===== src/rtl/acq_in_fifo_if.sv =====
// Handshake bundle between the acquisition sample FIFO and its producer/consumer.
// Signal names match the original flat port list for drop-in wiring.
interface acq_in_fifo_if #(
  parameter int DATA_W = 32,
  parameter int ADDR_W = 6
);
  logic              WR_EN;
  logic [DATA_W-1:0] WR_DATA;
  logic              FULL;
  logic              RD_EN;
  logic [DATA_W-1:0] RD_DATA;
  logic              RD_VALID;
  logic              EMPTY;
  logic              FIFO_VALID;
  logic [ADDR_W:0]   LEVEL;
  logic [ADDR_W:0]   MAX_LEVEL;
  logic              OVERFLOW;
  logic              UNDERFLOW;
  logic              FLUSH;
  logic              CLR_FLAGS;

  modport master (
    output WR_EN, WR_DATA, RD_EN, FLUSH, CLR_FLAGS,
    input  FULL, RD_DATA, RD_VALID, EMPTY, FIFO_VALID, LEVEL, MAX_LEVEL,
           OVERFLOW, UNDERFLOW
  );

  modport slave (
    input  WR_EN, WR_DATA, RD_EN, FLUSH, CLR_FLAGS,
    output FULL, RD_DATA, RD_VALID, EMPTY, FIFO_VALID, LEVEL, MAX_LEVEL,
           OVERFLOW, UNDERFLOW
  );
endinterface


===== src/rtl/acq_in_fifo.sv =====
// Upstream sample buffer for the acquisition controller: circular RAM FIFO with
// fill-threshold valid, registered pop data, sticky error flags and peak watermark.
module acq_in_fifo #(
  parameter int DATA_W = 32,
  parameter int ADDR_W = 6,
  parameter int THRESH = 8
) (
  input  logic         CLK,
  input  logic         RST,
  acq_in_fifo_if.slave bus
);
  localparam int DEPTH = 1 << ADDR_W;
  typedef logic [ADDR_W:0] cnt_t;
  localparam cnt_t DEPTH_L  = cnt_t'(DEPTH);
  localparam cnt_t THRESH_L = cnt_t'(THRESH);

  logic [DATA_W-1:0] mem [DEPTH];

  cnt_t              wr_ptr_q, wr_ptr_d;
  cnt_t              rd_ptr_q, rd_ptr_d;
  cnt_t              level_q, level_d;
  cnt_t              max_q, max_d;
  logic              full_q, full_d;
  logic              empty_q, empty_d;
  logic              fv_q, fv_d;
  logic              ovf_q, ovf_d;
  logic              udf_q, udf_d;
  logic              rd_valid_q, rd_valid_d;
  logic [DATA_W-1:0] rd_data_q, rd_data_d;
  logic              wr_acc, rd_acc;

  always_comb begin
    wr_acc     = bus.WR_EN && !full_q  && !bus.FLUSH;
    rd_acc     = bus.RD_EN && !empty_q && !bus.FLUSH;

    wr_ptr_d   = wr_ptr_q + cnt_t'(wr_acc);
    rd_ptr_d   = rd_ptr_q + cnt_t'(rd_acc);
    level_d    = level_q + cnt_t'(wr_acc) - cnt_t'(rd_acc);
    rd_valid_d = rd_acc;
    rd_data_d  = rd_acc ? mem[rd_ptr_q[ADDR_W-1:0]] : rd_data_q;

    if (bus.FLUSH) begin
      wr_ptr_d = '0;
      rd_ptr_d = '0;
      level_d  = '0;
    end

    // Status flags derive from next level so they move in the same cycle as LEVEL.
    full_d  = (level_d == DEPTH_L);
    empty_d = (level_d == '0);
    fv_d    = (level_d >= THRESH_L);

    // A set event beats a same-cycle clear.
    ovf_d = (ovf_q && !bus.CLR_FLAGS) || (bus.WR_EN && full_q  && !bus.FLUSH);
    udf_d = (udf_q && !bus.CLR_FLAGS) || (bus.RD_EN && empty_q && !bus.FLUSH);

    if (bus.CLR_FLAGS)        max_d = level_d;
    else if (level_d > max_q) max_d = level_d;
    else                      max_d = max_q;
  end

  always_ff @(posedge CLK) begin
    if (wr_acc) mem[wr_ptr_q[ADDR_W-1:0]] <= bus.WR_DATA;
  end

  always_ff @(posedge CLK or posedge RST) begin
    if (RST) begin
      wr_ptr_q   <= '0;
      rd_ptr_q   <= '0;
      level_q    <= '0;
      max_q      <= '0;
      full_q     <= 1'b0;
      empty_q    <= 1'b1;
      fv_q       <= 1'b0;
      ovf_q      <= 1'b0;
      udf_q      <= 1'b0;
      rd_valid_q <= 1'b0;
      rd_data_q  <= '0;
    end else begin
      wr_ptr_q   <= wr_ptr_d;
      rd_ptr_q   <= rd_ptr_d;
      level_q    <= level_d;
      max_q      <= max_d;
      full_q     <= full_d;
      empty_q    <= empty_d;
      fv_q       <= fv_d;
      ovf_q      <= ovf_d;
      udf_q      <= udf_d;
      rd_valid_q <= rd_valid_d;
      rd_data_q  <= rd_data_d;
    end
  end

  assign bus.FULL       = full_q;
  assign bus.EMPTY      = empty_q;
  assign bus.FIFO_VALID = fv_q;
  assign bus.LEVEL      = level_q;
  assign bus.MAX_LEVEL  = max_q;
  assign bus.OVERFLOW   = ovf_q;
  assign bus.UNDERFLOW  = udf_q;
  assign bus.RD_VALID   = rd_valid_q;
  assign bus.RD_DATA    = rd_data_q;

endmodule


===== src/flat_wrapper.sv =====
// flat-port wrapper written by rule: the top's interface ports become plain ports
module acq_in_fifo_flat 
#(
  parameter int DATA_W = 32,
  parameter int ADDR_W = 6,
  parameter int THRESH = 8
)
  (CLK, RST, bus_WR_EN, bus_WR_DATA, bus_RD_EN, bus_FLUSH, bus_CLR_FLAGS, bus_FULL, bus_RD_DATA, bus_RD_VALID, bus_EMPTY, bus_FIFO_VALID, bus_LEVEL, bus_MAX_LEVEL, bus_OVERFLOW, bus_UNDERFLOW);
  acq_in_fifo_if #(.DATA_W(DATA_W), .ADDR_W(ADDR_W)) bus_i ();
  input  logic CLK;
  input  logic RST;
  input wire logic [$bits(bus_i.WR_EN)-1:0] bus_WR_EN;
  input wire logic [$bits(bus_i.WR_DATA)-1:0] bus_WR_DATA;
  input wire logic [$bits(bus_i.RD_EN)-1:0] bus_RD_EN;
  input wire logic [$bits(bus_i.FLUSH)-1:0] bus_FLUSH;
  input wire logic [$bits(bus_i.CLR_FLAGS)-1:0] bus_CLR_FLAGS;
  output wire logic [$bits(bus_i.FULL)-1:0] bus_FULL;
  output wire logic [$bits(bus_i.RD_DATA)-1:0] bus_RD_DATA;
  output wire logic [$bits(bus_i.RD_VALID)-1:0] bus_RD_VALID;
  output wire logic [$bits(bus_i.EMPTY)-1:0] bus_EMPTY;
  output wire logic [$bits(bus_i.FIFO_VALID)-1:0] bus_FIFO_VALID;
  output wire logic [$bits(bus_i.LEVEL)-1:0] bus_LEVEL;
  output wire logic [$bits(bus_i.MAX_LEVEL)-1:0] bus_MAX_LEVEL;
  output wire logic [$bits(bus_i.OVERFLOW)-1:0] bus_OVERFLOW;
  output wire logic [$bits(bus_i.UNDERFLOW)-1:0] bus_UNDERFLOW;
  assign bus_i.WR_EN = bus_WR_EN;
  assign bus_i.WR_DATA = bus_WR_DATA;
  assign bus_i.RD_EN = bus_RD_EN;
  assign bus_i.FLUSH = bus_FLUSH;
  assign bus_i.CLR_FLAGS = bus_CLR_FLAGS;
  assign bus_FULL = bus_i.FULL;
  assign bus_RD_DATA = bus_i.RD_DATA;
  assign bus_RD_VALID = bus_i.RD_VALID;
  assign bus_EMPTY = bus_i.EMPTY;
  assign bus_FIFO_VALID = bus_i.FIFO_VALID;
  assign bus_LEVEL = bus_i.LEVEL;
  assign bus_MAX_LEVEL = bus_i.MAX_LEVEL;
  assign bus_OVERFLOW = bus_i.OVERFLOW;
  assign bus_UNDERFLOW = bus_i.UNDERFLOW;
  acq_in_fifo #(.DATA_W(DATA_W), .ADDR_W(ADDR_W), .THRESH(THRESH)) u_core (.CLK(CLK), .RST(RST), .bus(bus_i));
endmodule

===== config.mk =====
export PLATFORM = sky130hd
export DESIGN_NAME = acq_in_fifo_flat
export DESIGN_NICKNAME = d
export VERILOG_FILES = /design/src/rtl/acq_in_fifo_if.sv /design/src/rtl/acq_in_fifo.sv /design/src/flat_wrapper.sv
export SDC_FILE = /design/constraint.sdc
export NUM_CORES = 2
export LEC_CHECK = 0
export BUFFER_PORTS_ARGS = -buffer_cell sky130_fd_sc_hd__clkbuf_2
export CAP_MARGIN = 0
export CORE_UTILIZATION = 28
export CTS_BUF_LIST = sky130_fd_sc_hd__clkbuf_4 sky130_fd_sc_hd__clkbuf_8
export DETAILED_ROUTE_END_ITERATION = 10
export PLACE_DENSITY = 0.51
export RECOVER_POWER = 50
export SLEW_MARGIN = 15
export SYNTH_ARGS = -nofsm -noshare
export SYNTH_HDL_FRONTEND = slang
export SYNTH_SLANG_ARGS = --single-unit

===== constraint.sdc =====
create_clock -name CLK -period 5.75 [get_ports CLK]
set_input_delay 0.8625 -clock CLK [delete_from_list [all_inputs] [get_ports CLK]]
set_output_delay 0.8625 -clock CLK [all_outputs]
set_load 0.01 [all_outputs]

* After elaboration in Yosys (flattened, before gate mapping) *
Memory sizes are Yosys's and may differ from the RTL's. A register that Yosys moved wholly into a read port is not among the register bits.
Cells that the tools add are included.

cells by class
  $add $sub $neg = 4
  $mul = 0
  div/mod/pow operators = 0
  $lt $le $gt $ge = 2
  equal/unequal tests = 1
  shift operators = 0
  muxes and demuxes = 7
  bitwise operators = 0
  reduce and logical (&&, ||, !) cells = 18

operators with widths
  cell                                                                                 count
  7-bit two-way mux                                                                    5
  7-bit by 1-bit adder with 7-bit output                                               3
  1-bit logical AND                                                                    10
  7-bit equality test, second input constant                                           1
  7-bit by 4-bit greater-or-equal comparator with 1-bit output, second input constant  1
  7-bit greater-than comparator                                                        1
  7-bit zero test                                                                      1
  7-bit by 1-bit subtractor with 7-bit output                                          1
  1-bit zero test                                                                      4
  1-bit logical OR                                                                     2
  1-bit two-way mux                                                                    2
  2-bit nonzero test                                                                   1

storage, ports and cells
  register bits = 34
  bits in latches = 0
  bits in writable memories = 2048
  bits in read-only memories = 0
  input bits = 38
  output and inout port bits = 52
  word-level logic and storage cells = 43
  memories kept = 1

memory list
  memory      depth  bits a word  rd ports  clocked after memory_dff  wr ports  RTL line           source
  u_core.mem  64     32           1         1                         1         acq_in_fifo.sv:17  logic [DATA_W-1:0] mem [DEPTH];

* Logic depth before layout (Yosys ltp) *
  word-level depth = 9
  mapped depth = 20
  gate-level depth less buffers = 19

* Least setup slack after synthesis *
Ideal clock, no wire load.

  path kind = input-to-reg
  start point = input bus_FLUSH
  end point = register u_core.max_q[0], in the netlist u_core.bus.MAX_LEVEL[0]
  setup time = 125 ps
  data arrival time = 4732 ps
  data required time = 5625 ps
  path slack = 893 ps
  stages on the path = 19
  buffers on the path = 1
  path through = inv_1 > nand3b_1 > inv_1 > clkbuf_1 > nand2b_1 > nand2_1 > ha_1 > inv_1 > fa_1 > nor2b_1 > o21a_1 > nor3_1 > nor3_1 > ha_1 > a21o_1 > a21o_1 > a221o_1 > a21oi_1 > mux2_2

between the ends
  longest elaborated chain between the ends = 7
  elaborated cells on any way between the ends = 10
  classes of those cells = add/sub (2); order compare (1); mux (3); reduce/logical (4)

RTL lines
  element                                      RTL line                              source
  from (decl)                                  flat_wrapper.sv:15                    input wire logic [$bits(bus_i.FLUSH)-1:0] bus_FLUSH;
  1-bit zero test                              acq_in_fifo.sv:33, acq_in_fifo.sv:34
  1-bit logical AND                            acq_in_fifo.sv:33                     wr_acc = bus.WR_EN && !full_q && !bus.FLUSH;
  7-bit by 1-bit adder with 7-bit output       acq_in_fifo.sv:38                     level_d = level_q + cnt_t'(wr_acc) - cnt_t'(rd_acc);
  7-bit by 1-bit subtractor with 7-bit output  acq_in_fifo.sv:38
  7-bit two-way mux (*)                        acq_in_fifo.sv:42                     if (bus.FLUSH) begin
  named net u_core.level_d[4]                  acq_in_fifo.sv:21                     cnt_t level_q, level_d;
  7-bit greater-than comparator (*)            acq_in_fifo.sv:58                     else if (level_d > max_q) max_d = level_d;
  2-bit nonzero test (no line) (*)             n/a
  to (signal assigned)                         acq_in_fifo.sv:83                     max_q <= max_d;
  to (decl)                                    acq_in_fifo.sv:22                     cnt_t max_q, max_d;

Mark *: on every way through the listed nets, which the timed path passes. The rest lies on a longest branch. The select of a mux whose other input is x is not followed.
A chain may end at the register's enable or synchronous reset.

* Final worst setup path *
  start point = register u_core.full_q, in the netlist u_core.bus.FULL
  end point = register u_core.max_q[4], in the netlist u_core.bus.MAX_LEVEL[4]

between the ends
  longest elaborated chain between the ends = 8
  elaborated cells on any way between the ends = 10
  classes of those cells = add/sub (2); order compare (1); mux (3); reduce/logical (4)

RTL lines
  element                                                                    RTL line           source
  from (decl)                                                                acq_in_fifo.sv:23  logic full_q, full_d;
  from (signal assigned)                                                     acq_in_fifo.sv:84  full_q <= full_d;
  1-bit zero test (*)                                                        acq_in_fifo.sv:33
  1-bit logical AND (*) (2 in a row)                                         acq_in_fifo.sv:33
  7-bit by 1-bit adder with 7-bit output (*)                                 acq_in_fifo.sv:38
  7-bit by 1-bit subtractor with 7-bit output (*)                            acq_in_fifo.sv:38
  7-bit two-way mux (*)                                                      acq_in_fifo.sv:42
  named net u_core.level_d[4]                                                acq_in_fifo.sv:21
  7-bit greater-than comparator / 7-bit two-way mux (equally long branches)  acq_in_fifo.sv:58
  2-bit nonzero test (no line) / 7-bit two-way mux (equally long branches)   n/a

Marked as above.

==> summary.md <==
| Metric | Value |
|---|---|
| Status | finished with violations |
| Failing checks | capacitance limit, slew limit |
| Tcrit/Tclk final | 81.3% |
| Die Y | 540 um |
| CTS Buf Count | 363 |
| WP data required | 6.66 ns |
| Worst-path clk slew | 0.05 ns |
| Worst flop-to-flop path startpoint | u_core.bus.FULL |
| Worst Tran Pin Value | 3.96 ns |
| Critical Path End Type | flip-flop |
| Worst Path Arrival | 5.58 ns |
| FMAX | 214 MHz |
| Share of cells above drive strength 1 | 30.5% |
| Hold Path End | u_core.bus.UNDERFLOW |
| Worst R2R Setup Slack | 1.08 ns |
| P_leak | 28.6 nW |
| Mapped Cells | 3,714 |
| First-pass detailed-route iteration total | 8 |
| Core area | 0.288 mm2 |
| Crit path max fanout | 7 |
| Syn avg cell area | 21.8 um2 |
| Final net count | 4,179 |
| Min Hold Slack | 0.109 ns |
| Reg-to-reg endpoint | u_core.bus.MAX_LEVEL[4] |
| Drt drc | 0 |
| Root Buffer | clkbuf_8 |
| Syn nets | 3,770 |
| TritonCTS clock tree | built |
| Layout Skew | 0.0821 ns |
| Setup Crit Path Kind | reg -> reg |
| CP top delay family | compound AO/OA/AOI/OAI gates |
| Main synth FF type | edfxtp_1 |
| Worst reg2reg path depth | 15 |
| DIE WIDTH | 540 um |
| Post-synth EDFFs | 2,048 |
| Number of global-route vias before repair | 40.8k |
| GP Congestion | 0.769 |
| Startpoint types | flip-flop |
| RSZ-0062 raised after global routing | false |
| Worst hold stages | 2 |
| First-pass GRT wire length | 309,000 um |
| Slowest stage delay, CP | 0.63 ns |
| Post-Syn Area | 0.0810 mm2 |
| Clock sinks | 2,112 |
| Initial DRC count | 3,706 |
| Worst skew pair latency | 1.07 ns |
| Number of synthesized register bits | 2,112 |
| P&R area growth vs syn | 15.9% |
| Synth Warn # | 0 |
| TNS Setup | 0 ns |
| Setup violations, final | 0 |
| Clock Tree Buf Depth | 4 |
| Commonest non-fill, non-tap cell in the layout | edfxtp_1 |
| Count of pins over their slew limit | 2,150 |
| Initial antenna violation count | 10 |
| Max H-tree Level | 5 |
| Initial core utilization | 28.1% |
| All-layer global routing usage | 14.7% |
| WL final | 218,000 um |
| Post-route cell area | 0.0939 mm2 |
| PortBufs | 89 |
| Remaining global-route overflow | 0 |
| Ports | 90 |
| CP cell instances | nor3b_1 -> clkbuf_1 -> ha_1 -> inv_1 -> fa_1 -> nor2b_1 -> o21a_1 -> nor3_1 -> nor3_1 -> ha_1 -> a21o_1 -> a21o_1 -> a221o_1 -> a21oi_1 -> mux2_2 |
| # fillers | 27.2k |
| Detailed-route via count | 39.4k |
| Hold Vio Cnt, Final | 0 |
| Worst hold path class | in -> reg |
| WL/cell | 26.7 um |
| Max_cap viols | 35 |
| Peak VDD IR | 0.196 mV |
| PD cells | 351 mW/mm2 |
| Most frequent cells in the layout | edfxtp_1 (2,048), mux4_2 (473), clkbuf_8 (381) |
| HP Start | bus_RD_EN |
| Sequential area share after synthesis | 77.9% |
| FP Rows | 197 |
| DP Wirelength | 125,000 um |
| Synth async-reset ratio | 3.03% |
| Min Tclk post-route | 4.67 ns |
| Normalized max-slew margin | -164% |
| Die ar. | 0.291 mm2 |
| Critical path depth in cells | 15 |
| Routed vias/inst | 4.83 |
| Crit path max-delay cell type | a21oi_1 |
| Largest net degree at the start of global routing | 87 |
| Worst path buffer plus inverter count | 2 |
| Final antenna-violating net count | 0 |
| DP Area | 0.0872 mm2 |
| Distinct cell type count after synthesis | 53 |
-- what timing repair did --
action / CTS / global route
endpoints found under the hold margin: 28 / 0
gates resized for setup: 0 / 0
hold buffers: 1 / 0
buffers inserted: 0 / 0
-- area by class of cell --
type / count / area (um2) / share of cell area [%]
Sequential cell: 2112 / 63100 / 67.3
Multi-Input combinational cell: 1373 / 17100 / 18.3
Clock buffer: 512 / 6230 / 6.64
Tap cell: 3781 / 4730 / 5.04
Timing Repair Buffer: 248 / 1990 / 2.12
Clock inverter: 102 / 517 / 0.551
Inverter: 25 / 100 / 0.107
Antenna cell: 7 / 17.5 / 0.0187
-- synthesized netlist by cell type (all sizes together) (4+ instances only) --
master  number  share of area [%]
a31oi       18               0.14
a22oi       16               0.15
nand2b       8              0.062
nand2       54               0.25
dfrtp       63                1.9
mux2i      128                1.6
xor2         4              0.043
and2        30               0.23
nand3b       4              0.037
or3          6              0.046
nand3       11              0.068
clkbuf      75               0.35
nor4        17               0.13
a21oi       27               0.17
o221ai      17               0.18
mux2        41               0.57
inv         24               0.11
nor2b       16               0.12
o21ai       37               0.23
a221o       30               0.37
ha          17               0.26
o22ai      104               0.80
o211ai       4              0.037
nor2       195               0.90
mux4       473                 13
buf        129                1.0
edfxtp    2048                 76
nor3        24               0.15
a211oi      63               0.58
xnor2        4              0.043
-- how the worst max path moves through the flow --
stage / startpoint / endpoint
final: u_core.bus.FULL / u_core.bus.MAX_LEVEL[4]
after detailed placement: bus_FLUSH / u_core.bus.MAX_LEVEL[4]
after floorplan: bus_FLUSH / u_core.bus.MAX_LEVEL[0]
after CTS: u_core.bus.EMPTY / u_core.bus.MAX_LEVEL[4]
after global placement: bus_FLUSH / u_core.bus.MAX_LEVEL[0]
after global routing: u_core.bus.FULL / u_core.bus.MAX_LEVEL[0]
-- kinds of logic after synthesis --
logic type	Yosys count	synth area share [%]
buf+inv	229	1.48
xor+xnor	8	0.0865
simple gates	375	2.09
flops	2112	77.9
compound gates	330	2.81
fa+ha+maj	18	0.287
mux	642	15.3
-- per-stage QoR --
stage | worst slack, ns | utilization, % | cells | total power [mW]
floorplan | 0.893 | - | 3714 | 19.2
global placement | 0.527 | 30.2 | 7532 | 20.3
detailed placement | 0.566 | 30.3 | 7536 | 20.4
CTS | 1.28 | 32.6 | 8151 | 33.3
global route | 0.825 | 32.6 | 8158 | 34.1
finish | 1.08 | 32.6 | 8160 | 33.0
-- layer usage --
| layer | GRT usage, % | vias to the layer above | share of wire [%] |
|---|---|---|---|
| li1 | - | 16500 | - |
| met1 | 20.7 | 21300 | 44 |
| met2 | 23.1 | 1326 | 47 |
| met3 | 3.19 | 337 | 6.7 |
| met4 | 3.87 | 0 | 2.0 |
| met5 | 0 | - | 0 |
-- sequential cells by signal, summed over array words and instances, names as in the netlist --
register,cells
u_core.bus.LEVEL,7
u_core.bus.UNDERFLOW,1
u_core.bus.FULL,1
u_core.mem,2048
u_core.wr_ptr_q,6
u_core.bus.MAX_LEVEL,7
u_core.bus.FIFO_VALID,1
u_core.bus.RD_VALID,1
u_core.bus.OVERFLOW,1
u_core.bus.EMPTY,1
u_core.rd_ptr_q,6
u_core.bus.RD_DATA,32
-- where the power goes --
group / switching (mW) / internal (mW) / leakage (nW) / total (mW)
Combinational: 1.57 / 1.13 / 5.84 / 2.70
Clock: 5.90 / 7.05 / 3.58 / 12.9
Sequential: 0.189 / 17.1 / 19.2 / 17.3
Note: power is estimated with default switching activity, not from simulation.
